$ cat config.mk
export PLATFORM = sky130hd
export DESIGN_NAME = spi_iccm_loader
export DESIGN_NICKNAME = d
export VERILOG_FILES = /design/src/rtl/soc_loader_pkg.sv /design/src/rtl/spi_rx_shifter.sv /design/src/rtl/spi_iccm_loader.sv
export SDC_FILE = /design/constraint.sdc
export NUM_CORES = 1
export LEC_CHECK = 0
export ABC_AREA = 1
export BUFFER_PORTS_ARGS = -buffer_cell sky130_fd_sc_hd__buf_2
export CAP_MARGIN = 40
export CORE_MARGIN = 2
export CORE_UTILIZATION = 50
export DETAILED_ROUTE_END_ITERATION = 6
export GPL_ROUTABILITY_DRIVEN = 1
export PLACE_DENSITY_LB_ADDON = 0.12
export SYNTH_ARGS = -nofsm -noshare
export SYNTH_HDL_FRONTEND = slang
export SYNTH_HIERARCHICAL = 1
export SYNTH_SLANG_ARGS = --single-unit
$ cat constraint.sdc
create_clock -name clk_i -period 2.5 [get_ports clk_i]
set_input_delay 0.125 -clock clk_i [delete_from_list [all_inputs] [get_ports clk_i]]
set_output_delay 0.125 -clock clk_i [all_outputs]
set_load 0.01 [all_outputs]
$ cat src/rtl/soc_loader_pkg.sv
// Shared types and sizes for the boot-time SPI-to-ICCM loader.
// The FSM encoding is shared so the top and any debug logic agree on it.
package soc_loader_pkg;

   localparam int LOADER_DATA_WIDTH = 32;
   localparam int LOADER_ADDR_WIDTH = 12;

   typedef enum logic [1:0] {
      IDLE  = 2'd0,
      SHIFT = 2'd1,
      HOLD  = 2'd2,
      DONE  = 2'd3
   } loader_state_e;

endpackage

$ cat src/rtl/spi_rx_shifter.sv
// MSB-first deserializer: shift register, bit counter, word-complete and
// truncated-frame detection. Frame sequencing is owned by the parent.
module spi_rx_shifter #(
   parameter int DATA_WIDTH = 32,
   parameter int CNT_WIDTH  = $clog2(DATA_WIDTH + 1)
) (
   input  logic                  clk_i,
   input  logic                  rst_ni,
   input  logic                  start_i,
   input  logic                  frame_i,
   input  logic                  kill_i,
   input  logic                  ss_i,
   input  logic                  mosi_i,
   output logic [DATA_WIDTH-1:0] shreg_o,
   output logic                  last_o,
   output logic                  trunc_o,
   output logic                  word_valid_o
);

   logic [DATA_WIDTH-1:0] shreg_q, shreg_d;
   logic [CNT_WIDTH-1:0]  bit_cnt_q, bit_cnt_d;
   logic                  word_valid_q, word_valid_d;
   logic                  shift;

   always_comb begin
      shift   = frame_i & ~ss_i & ~kill_i;
      last_o  = shift & (bit_cnt_q == CNT_WIDTH'(DATA_WIDTH - 1));
      trunc_o = frame_i & ss_i & ~kill_i &
                (bit_cnt_q != '0) &
                (bit_cnt_q < CNT_WIDTH'(DATA_WIDTH));
      shreg_d      = shreg_q;
      bit_cnt_d    = bit_cnt_q;
      word_valid_d = last_o;
      if (start_i) begin
         shreg_d   = {shreg_q[DATA_WIDTH-2:0], mosi_i};
         bit_cnt_d = CNT_WIDTH'(1);
      end else if (frame_i & (kill_i | ss_i)) begin
         // partial word is dropped, whether truncated or cut off by en_i
         shreg_d   = '0;
         bit_cnt_d = '0;
      end else if (shift) begin
         shreg_d   = {shreg_q[DATA_WIDTH-2:0], mosi_i};
         bit_cnt_d = bit_cnt_q + CNT_WIDTH'(1);
      end
   end

   always_ff @(posedge clk_i or negedge rst_ni) begin
      if (!rst_ni) begin
         shreg_q      <= '0;
         bit_cnt_q    <= '0;
         word_valid_q <= 1'b0;
      end else begin
         shreg_q      <= shreg_d;
         bit_cnt_q    <= bit_cnt_d;
         word_valid_q <= word_valid_d;
      end
   end

   assign shreg_o      = shreg_q;
   assign word_valid_o = word_valid_q;

endmodule

$ cat src/rtl/spi_iccm_loader.sv
// SPI-slave boot loader: streams 32-bit words into ICCM and holds the
// core in load mode until en_i hands control over.
module spi_iccm_loader
   import soc_loader_pkg::*;
#(
   parameter int DATA_WIDTH = LOADER_DATA_WIDTH,
   parameter int ADDR_WIDTH = LOADER_ADDR_WIDTH
) (
   input  logic                  clk_i,
   input  logic                  rst_ni,
   input  logic                  en_i,
   input  logic                  sel,
   input  logic                  spi_ss,
   input  logic                  spi_mosi,
   output logic                  iccm_cntrl_reset,
   output logic                  iccm_cntrl_we,
   output logic [ADDR_WIDTH-1:0] iccm_cntrl_addr,
   output logic [DATA_WIDTH-1:0] iccm_cntrl_data,
   output logic                  load_done,
   output logic [ADDR_WIDTH:0]   word_count,
   output logic                  frame_err,
   output logic                  overflow
);

   localparam logic [ADDR_WIDTH:0] CAP = {1'b1, {ADDR_WIDTH{1'b0}}};

   loader_state_e         state_q, state_d;
   logic                  we_q, we_d;
   logic [ADDR_WIDTH-1:0] addr_q, addr_d;
   logic [DATA_WIDTH-1:0] data_q, data_d;
   logic [ADDR_WIDTH-1:0] wr_ptr_q, wr_ptr_d;
   logic [ADDR_WIDTH:0]   word_count_q, word_count_d;
   logic                  frame_err_q, frame_err_d;
   logic                  overflow_q, overflow_d;
   logic                  cntrl_reset_q, cntrl_reset_d;
   logic                  load_done_q, load_done_d;

   logic                  start, frame;
   logic                  last, trunc, word_valid;
   logic [DATA_WIDTH-1:0] shreg;

   assign start = (state_q == IDLE) & ~spi_ss & ~sel & ~en_i;
   assign frame = (state_q == SHIFT);

   spi_rx_shifter #(
      .DATA_WIDTH (DATA_WIDTH)
   ) u_shifter (
      .clk_i        (clk_i),
      .rst_ni       (rst_ni),
      .start_i      (start),
      .frame_i      (frame),
      .kill_i       (en_i),
      .ss_i         (spi_ss),
      .mosi_i       (spi_mosi),
      .shreg_o      (shreg),
      .last_o       (last),
      .trunc_o      (trunc),
      .word_valid_o (word_valid)
   );

   always_comb begin
      state_d = state_q;
      if (en_i) begin
         state_d = DONE;
      end else begin
         unique case (state_q)
            IDLE:  if (!spi_ss && !sel) state_d = SHIFT;
            SHIFT: begin
               if (spi_ss)    state_d = IDLE;
               else if (last) state_d = HOLD;
            end
            HOLD:  if (spi_ss) state_d = IDLE;
            DONE:  state_d = DONE;
            default: state_d = IDLE;
         endcase
      end
   end

   always_comb begin
      we_d          = 1'b0;
      addr_d        = addr_q;
      data_d        = data_q;
      overflow_d    = overflow_q;
      wr_ptr_d      = wr_ptr_q;
      word_count_d  = word_count_q;
      frame_err_d   = frame_err_q | trunc;
      cntrl_reset_d = cntrl_reset_q & (state_q != DONE);
      load_done_d   = load_done_q | (state_q == DONE);
      if (word_valid) begin
         if (word_count_q == CAP) begin
            overflow_d = 1'b1;
         end else begin
            we_d   = 1'b1;
            addr_d = wr_ptr_q;
            data_d = shreg;
         end
      end
      // the pointer parks on the last word instead of wrapping to 0
      if (we_q) begin
         word_count_d = word_count_q + (ADDR_WIDTH+1)'(1);
         if (wr_ptr_q != '1) wr_ptr_d = wr_ptr_q + ADDR_WIDTH'(1);
      end
   end

   always_ff @(posedge clk_i or negedge rst_ni) begin
      if (!rst_ni) begin
         state_q       <= IDLE;
         we_q          <= 1'b0;
         addr_q        <= '0;
         data_q        <= '0;
         wr_ptr_q      <= '0;
         word_count_q  <= '0;
         frame_err_q   <= 1'b0;
         overflow_q    <= 1'b0;
         cntrl_reset_q <= 1'b1;
         load_done_q   <= 1'b0;
      end else begin
         state_q       <= state_d;
         we_q          <= we_d;
         addr_q        <= addr_d;
         data_q        <= data_d;
         wr_ptr_q      <= wr_ptr_d;
         word_count_q  <= word_count_d;
         frame_err_q   <= frame_err_d;
         overflow_q    <= overflow_d;
         cntrl_reset_q <= cntrl_reset_d;
         load_done_q   <= load_done_d;
      end
   end

   assign iccm_cntrl_reset = cntrl_reset_q;
   assign iccm_cntrl_we    = we_q;
   assign iccm_cntrl_addr  = addr_q;
   assign iccm_cntrl_data  = data_q;
   assign load_done        = load_done_q;
   assign word_count       = word_count_q;
   assign frame_err        = frame_err_q;
   assign overflow         = overflow_q;

endmodule

==> flow_results.org, run 1 <==
** Synth
- Of the total synthesized cell area, the portion taken by XOR and XNOR cells is 2.33%.
- Adder-cell share of the synthesized area :: 2.16%
- Fraction of the yosys area taken by sequential cells :: 55.2%
- After synthesis, the share of flip-flops with an asynchronous set or reset is 100%.
- Among all flip-flop cells after synthesis, the most frequent one is dfrtp_1.
- By area the synthesized netlist is led by dfrtp_1 55%, nand2_1 18%, nand3_1 6.0%, o21ai_0 3.0%, inv_1 2.9%.
- Number of distinct standard cells referenced by the synthesized netlist :: 32
- Area fraction in compound gates after synthesis :: 4.20%
- By area, the combinational part of the netlist is dominated by simple AND/OR/NAND/NOR gates.
- Synthesis produced a netlist with a net count of 634.
- Per-instance average area after synthesis :: 8.43 sq um
- For this run, the number of Yosys warnings is 6.
- In this run, synthesis inferred 0 flip-flops with an integrated enable.
- The mapped netlist covers 5220 sq um.
- Top cell type's share of synthesized area :: 54.7%
- Biggest area consumer among synthesized cells :: dfrtp_1
- Multiplexer fraction of the synthesized cell area :: 0%
- Synthesis produced 619 cells.
- FF+latch count, synth :: 115
- Simple-gate portion of the synthesized area :: 30.2%

** Power and ir drop
- Share of total power in sequential cells :: 39.4%
- Across the VDD grid, the largest voltage drop is 0.000427 V.
- Clock share of power :: 52.8%
- Pwr dens :: 787 nW/um^2
- For this design the static power due to leakage is 3.57 nW.
- Net switching fraction of the power :: 22.7%
- Combinational logic burns 7.8% of the power.
- Overall power consumption after layout is estimated at 4.98 mW.
- Internal cell power :: 3.85 mW
- In this run the power spent charging and discharging nets is 1.13 mW.

** Floorplan
- The die covers 11300 sq um.
- Ports placed on the boundary :: 68
- Core region area :: 10200 sq um
- In this run the vertical extent of the chip is 106 um.
- Width of the die :: 106 um
- Initial Util :: 51.0%
- The floorplan has 37 rows.

** GRT
- The number of global-route vias before repair was 4193.
- The number of antenna violations at the first check in global routing came to 0.
- The total overflow left after global routing is 0.
- Pin count of the biggest net entering global routing :: 49
- Combined global-route utilization of all metal layers :: 21.4%
- The first global-routing pass estimated 19.1 mm of wire.

** Worst setup path
- The cell that appears most often on the critical path is nand2_1.
- In this run the worst path has a maximum fanout of 7.
- Traced cell by cell, the critical path runs through inv_1 -> ha_1 -> nand2_1 -> nor2_4 -> nand2_1 -> nor2_1 -> inv_1 -> nand2_1 -> nand2_1 -> nand3_1 -> nand2_1 -> o21a_1.
- STA classifies the critical path endpoint as a register.
- Largest stage delay on the critical path :: 410 ps
- STA puts the critical path data arrival time at 2270 ps.
- On the critical path, the stage with the largest delay is an instance of dfrtp_1.
- Critical path class :: register to register
- Data required time at the worst endpoint :: 2900 ps
- Category of the worst setup path launch point :: register

** STA
- Minimum clock period :: 1870 ps
- Relative slew slack :: 55.5%
- Max-slew violation count :: 0
- Final worst-path cycle share :: 74.8%
- Hold timing on the final database bottoms out at a slack of 170 ps.
- Setup repair after global routing left no endpoint under its margin.
- Setup-failing EPs final :: 0
- After routing, the total negative slack on setup checks comes to 0 ps.
- Total count of hold-check failures in the final report :: 0
- For the final database, setup skew stands at 7.05 ps.
- Based on the critical path, the design can be clocked at up to 0.535 GHz.
- Tightest Pin Transition :: 668 ps

** Clocking
- Clock root buffer master :: clkbuf_8
- TritonCTS built the clock tree.
- The clock reaches the later pin of the worst-skew pair after 510 ps.
- Bufs on Longest Clock Path :: 2
- Clock sink total :: 115
- Buffers added to address setup during post-CTS repair amount to 0.
- Clock-pin slew was measured on the worst setup and hold paths at 60 ps.
- CTS buffer count :: 17
- Htree depth :: 4

** Drt
- In this run the remaining antenna-violating nets after routing total 0.
- The first TritonRoute pass finished after 4 iterations.
- Summed over all layers, the routed wires come to 11.0 mm.
- Number of vias after detailed routing :: 4200
- In the final routed layout, each cell accounts on average for 13.1 um.
- Starting DRC count in detailed routing :: 244
- DRC errors left :: 0
- Vias per Instance :: 5.00

** Job
- Number of violations of the max-capacitance limit :: 0

** Layout
- Diodes inserted :: 0
- In the layout the commonest cells are 245 x nand2_1, 113 x dfrtp_1, 66 x buf_2.
- Count of placed standard cells in the final layout, fillers left out :: 840
- In the final layout, the share of cells above drive strength 1 is 17.3%.
- The library cell used most frequently in the layout, excluding fill and tap cells, is nand2_1.
- Layout area overhead :: 21.3%
- Layout net count :: 707

** Status
- Outcome :: complete, no violations

** Place
- The count of buffers added on input and output ports is 67.
- Number of cells after detailed placement :: 804
- Placer's final routability congestion estimate :: 0.880
- The HPWL after detailed placement is 7.00 mm.

** Hold path
- The worst hold path belongs to the class input pin to async pin.
-- metal layers --
layer	GRT usage, %	part of all wire, %
met1	26.8	45
met2	36.7	50
met3	5.15	3.9
met4	6.20	1.2
met5	0	0
-- through the flow --
stage | instance area [sq um] | util [%] | setup WS, ps
after floorplan | 5220 | - | 782
after global placement | 5630 | 55.0 | 732
after detailed placement | 5630 | 55.0 | 619
after CTS | 6330 | 61.9 | 609
after global routing | 6330 | 61.9 | 427
final | 6330 | 61.9 | 630
-- area by class of cell --
class | instances | area, sq um
clock buffers | 22 | 473
clock inverters | 9 | 175
fillers | 907 | 3900
inverters | 40 | 150
multi-input cells | 438 | 2030
flip-flops and latches | 115 | 2880
well taps | 136 | 170
repair buffers | 80 | 448
-- critical path, delay by kind of cell, from the launching register on --
kind	cells	cell delay [ps]
fa+ha+maj	1	310
compound gates	1	190
simple gates	8	700
flops	1	410
buf+inv	2	150
-- synthesized netlist by cell type (2+ instances only) --
cell	instances
a21oi_1	2
buf_1	4
buf_2	10
buf_4	2
buf_6	5
clkbuf_1	3
clkbuf_2	2
dfrtp_1	114
ha_1	9
inv_1	40
nand2_1	245
nand3_1	63
nand3b_1	3
nand4_1	7
nor2_1	38
nor2_2	5
nor3_1	5
o21ai_0	31
o21ai_1	5
o21bai_1	2
or2_2	3
xnor2_1	5
xor2_1	7
-- power groups by stage --
stage / clock, mW / sequential (mW) / combinational, mW
2_1_floorplan: 0 / 1.99 / 0.256
3_3_place_gp: 0 / 1.99 / 0.365
3_5_place_dp: 0 / 1.99 / 0.384
4_1_cts: 2.68 / 1.96 / 0.393
5_1_grt: 2.75 / 1.97 / 0.443
6_report: 2.63 / 1.96 / 0.387
-- state kept, by name, indices dropped and copies added, names as in the netlist --
name	count
u_shifter/shreg_o	32
wr_ptr_q	12
u_shifter/word_valid_o	1
state_q	2
overflow	1
frame_err	1
iccm_cntrl_data	32
iccm_cntrl_we	1
iccm_cntrl_reset	1
u_shifter/bit_cnt_q	6
load_done	1
iccm_cntrl_addr	12
word_count	13
-- final timing paths --
check,startpoint,end,slack [ps],depth (start not counted)
setup / recovery,state_q[1],state_q[0],630,12
hold / removal,rst_ni,word_count[2],170,2
setup reg to reg,state_q[1],state_q[0],630,12
hold reg to reg,iccm_cntrl_reset,iccm_cntrl_reset,440,2
max in group asynchronous,rst_ni,iccm_cntrl_reset,1500,3
min in group clk_i,spi_mosi,u_shifter/shreg_o[0],380,4
-- cells by family after synthesis --
logic type	Yosys count
and+or+nand+nor	374
DFF	115
buffers and inverters	66
AOI/OAI and AO/OA	42
xor gates and xnor gates	13
adders and majority gates	9
-- timing repair --
action | 4_1_cts | 5_1_grt
hold buffers | 5 | 0
hold endpoints to repair | 49 | 0
resized for setup | 0 | 0
Power figures use the tool's default switching activity.
==> run 2: changes to the inputs <==
==> constraint.sdc (replaced) <==
create_clock -name clk_i -period 1.6 [get_ports clk_i]
set_input_delay 0.08 -clock clk_i [delete_from_list [all_inputs] [get_ports clk_i]]
set_output_delay 0.08 -clock clk_i [all_outputs]
set_load 0.01 [all_outputs]
==> flow_results.org, run 2 (synthesized netlist as in run 1, its figures left out) <==
** Status
- The run finished with clean final reports.

** STA
- Worst Skew :: 9.33 ps
- Total count of hold-check failures in the final report :: 0
- Tightest Pin Transition :: 579 ps
- Headroom to the max-slew limit came out at 61.4%.
- Max-slew violation count :: 0
- Adding up every negative setup slack in the final design gives 0 ps.
- The worst path uses 96.2% of the clock period.
- Setup repair after global routing could not meet its margin everywhere.
- Minimum clock period :: 1540 ps
- Based on the critical path, the design can be clocked at up to 0.650 GHz.
- Setup-failing EPs final :: 0

** Clocking
- CTS buffer count :: 17
- Clock-pin slew was measured on the worst setup and hold paths at 50 ps.
- No sink is reached through more buffers than the 2 on the longest clock path.
- The cell sitting at the root of the clock tree is a clkbuf_8.
- Worst-Skew Late Latency :: 520 ps
- In this run the number of H-tree levels came out at 4.
- The clock drives 115 sinks.
- TritonCTS clock tree :: built

** Worst setup path
- Data on the critical path arrives at its endpoint at 1990 ps.
- Together, buffers and inverters on the worst path number 5.
- Critical path class :: register to register
- The largest individual stage delay along the critical path comes from the cell dfrtp_1.
- Category of the worst setup path launch point :: register
- In this run the worst path has a maximum fanout of 14.
- On the critical path the largest part of the delay comes from buffers and inverters.
- Setup crit end kind :: register
- Data required time at the worst endpoint :: 2050 ps
- Largest stage delay on the critical path :: 390 ps
- Cells traversed along the worst timing path :: inv_1 -> ha_2 -> inv_1 -> nor2_2 -> inv_1 -> nor2_4 -> buf_6 -> buf_12 -> o21ai_0 -> nand2_1
- Counting stages on the worst path, the most repeated cell is inv_1.

** Job
- Number of violations of the max-capacitance limit :: 0

** Layout
- Relative to the synthesized area, the layout overhead comes to 29.5%.
- The top cell types in the final layout, fill and taps aside, are 243 x nand2_1, 114 x dfrtp_1, 66 x buf_2.
- Total area of multi-input combinational cells :: 2160 sq um
- 0 antenna diodes ended up in the layout.
- Layout net count :: 747
- For this run, the number of standard cells in the final layout without fillers is 880.
- Leaving out fill and tap cells, the most frequent cell in the layout is nand2_1.
- Counting the fill cells in the layout gives 881.
- Area of all placed cells without fillers :: 6760 sq um
- Share of final-layout standard cells stronger than drive strength 1 :: 23.4%
- Registers take 2880 sq um.
- Measured on the finished design, the core utilization comes to 66.0%.

** Power and ir drop
- Overall power :: 7.38 mW
- For this design the static power due to leakage is 3.78 nW.
- Largest voltage drop on the vdd net :: 0.000677 V
- Pwr dens :: 1090 nW/um^2

** Drt
- After detailed routing, the number of remaining DRC violations is 0.
- In the final routed layout, each cell accounts on average for 13.6 um.
- Across all layers, the routed design uses 4379 vias.
- The count of nets left with antenna violations once routing finished came out at 0.
- Vias per Instance :: 4.98
- Starting DRC count in detailed routing :: 259
- DR pass1 iterations :: 4
- M1 wire length :: 5.43 mm
- Routed length on met3 :: 424 um
- Summed over all layers, the routed wires come to 12.0 mm.
- Total met2 wirelength after detailed routing :: 5.98 mm
- Top layer reached by signal wires :: met4

** Floorplan
- The die is 106 um wide.
- Initial Util :: 51.0%
- The core region is 10200 sq um.
- Die area :: 11300 sq um
- Ports placed on the boundary :: 68
- Row count :: 37
- Floorplan die height :: 106 um

** Place
- Instance area at placement :: 5910 sq um
- The count of buffers added on input and output ports is 67.
- Once placement completed, the tool counted placed cells totaling 831.
- Placer's final routability congestion estimate :: 0.887
- Half-perimeter wire length after detailed placement :: 7.45 mm

** GRT
- Pin count of the biggest net entering global routing :: 40
- Combined global-route utilization of all metal layers :: 22.5%
- The first global-routing pass estimated 19.7 mm of wire.
- Gr ovfl total :: 0
- The number of antenna violations at the first check in global routing came to 0.
- Number of global-route vias before repair :: 4218

** Hold path
- The tightest min-delay check is of the input pin to async pin type.
## run 2: cell types whose count changed in the layout (fill, tap and decap cells not counted), sizes merged
| cell | previous run | this run |
|---|---|---|
| buf | 75 | 110 |
| bufinv | 5 | 0 |
| clkbuf | 22 | 29 |
| clkinv | 2 | 4 |
| clkinvlp | 2 | 0 |
| nand2 | 248 | 251 |
## run 2: report_power, final
| group | switching (mW) | leakage (nW) | internal (mW) |
|---|---|---|---|
| Combinational | 0.514 | 1.92 | 0.405 |
| Clock | 1.24 | 0.274 | 2.17 |
| Sequential | 0.0603 | 1.59 | 2.99 |
| Total | 1.81 | 3.78 | 5.57 |
## run 2: metal layers
metal / up-vias / global-route usage (%)
met5: - / 0
met3: 13 / 5.40
met2: 94 / 37.1
met1: 2085 / 28.4
li1: 2187 / -
met4: 0 / 9.12
## run 2: area by class of cell
cell class              count  area share [%]
flip-flops and latches    115            42.6
multi-input cells         441            32.0
clock buffers              27            7.72
clock inverters             4           0.296
inverters                  40            2.22
well taps                 136            2.52
repair buffers            117            12.7
## run 2: path summary, 6_finish.rpt
| check | startpoint | to | slack (ps) | depth (start not counted) |
|---|---|---|---|---|
| worst min-delay path | rst_ni | wr_ptr_q[5] | 90 | 2 |
| max in group asynchronous | rst_ni | u_shifter/shreg_o[21] | 920 | 3 |
| min in group clk_i | spi_mosi | u_shifter/shreg_o[0] | 360 | 4 |
| worst max-delay path | state_q[0] | u_shifter/shreg_o[22] | 60 | 10 |
| worst max register to register | state_q[0] | u_shifter/shreg_o[22] | 60 | 10 |
| worst min register to register | iccm_cntrl_reset | iccm_cntrl_reset | 430 | 2 |
## run 2: worst reg2reg max path, delay by kind of cell (launching register included)
family | cells | cell delay [ps]
AO/OA/AOI/OAI | 1 | 90
adder cells (fa/ha/maj) | 1 | 180
flip-flops | 1 | 390
AND/OR/NAND/NOR | 3 | 350
buffers and inverters | 5 | 460
## run 2: timing repair
action | 4_1_cts | 5_1_grt
gates resized for setup | 2 | 27
hold buffers | 5 | 0
pin swaps | 1 | 9
setup buffers | 3 | 5
cloned | 1 | 4
setup endpoints to repair | 60 | 78
hold endpoints to repair | 124 | 0
## run 2: per-stage QoR
| stage | worst slack [ps] | hold WS, ps |
|---|---|---|
| after detailed placement | -19.3 | 95.3 |
| after global routing | -60.4 | 113 |
| after floorplan | 3.88 | -216 |
| after CTS | 3.61 | 82.5 |
| after global placement | 30.8 | 85.0 |
| final | 60.4 | 85.3 |
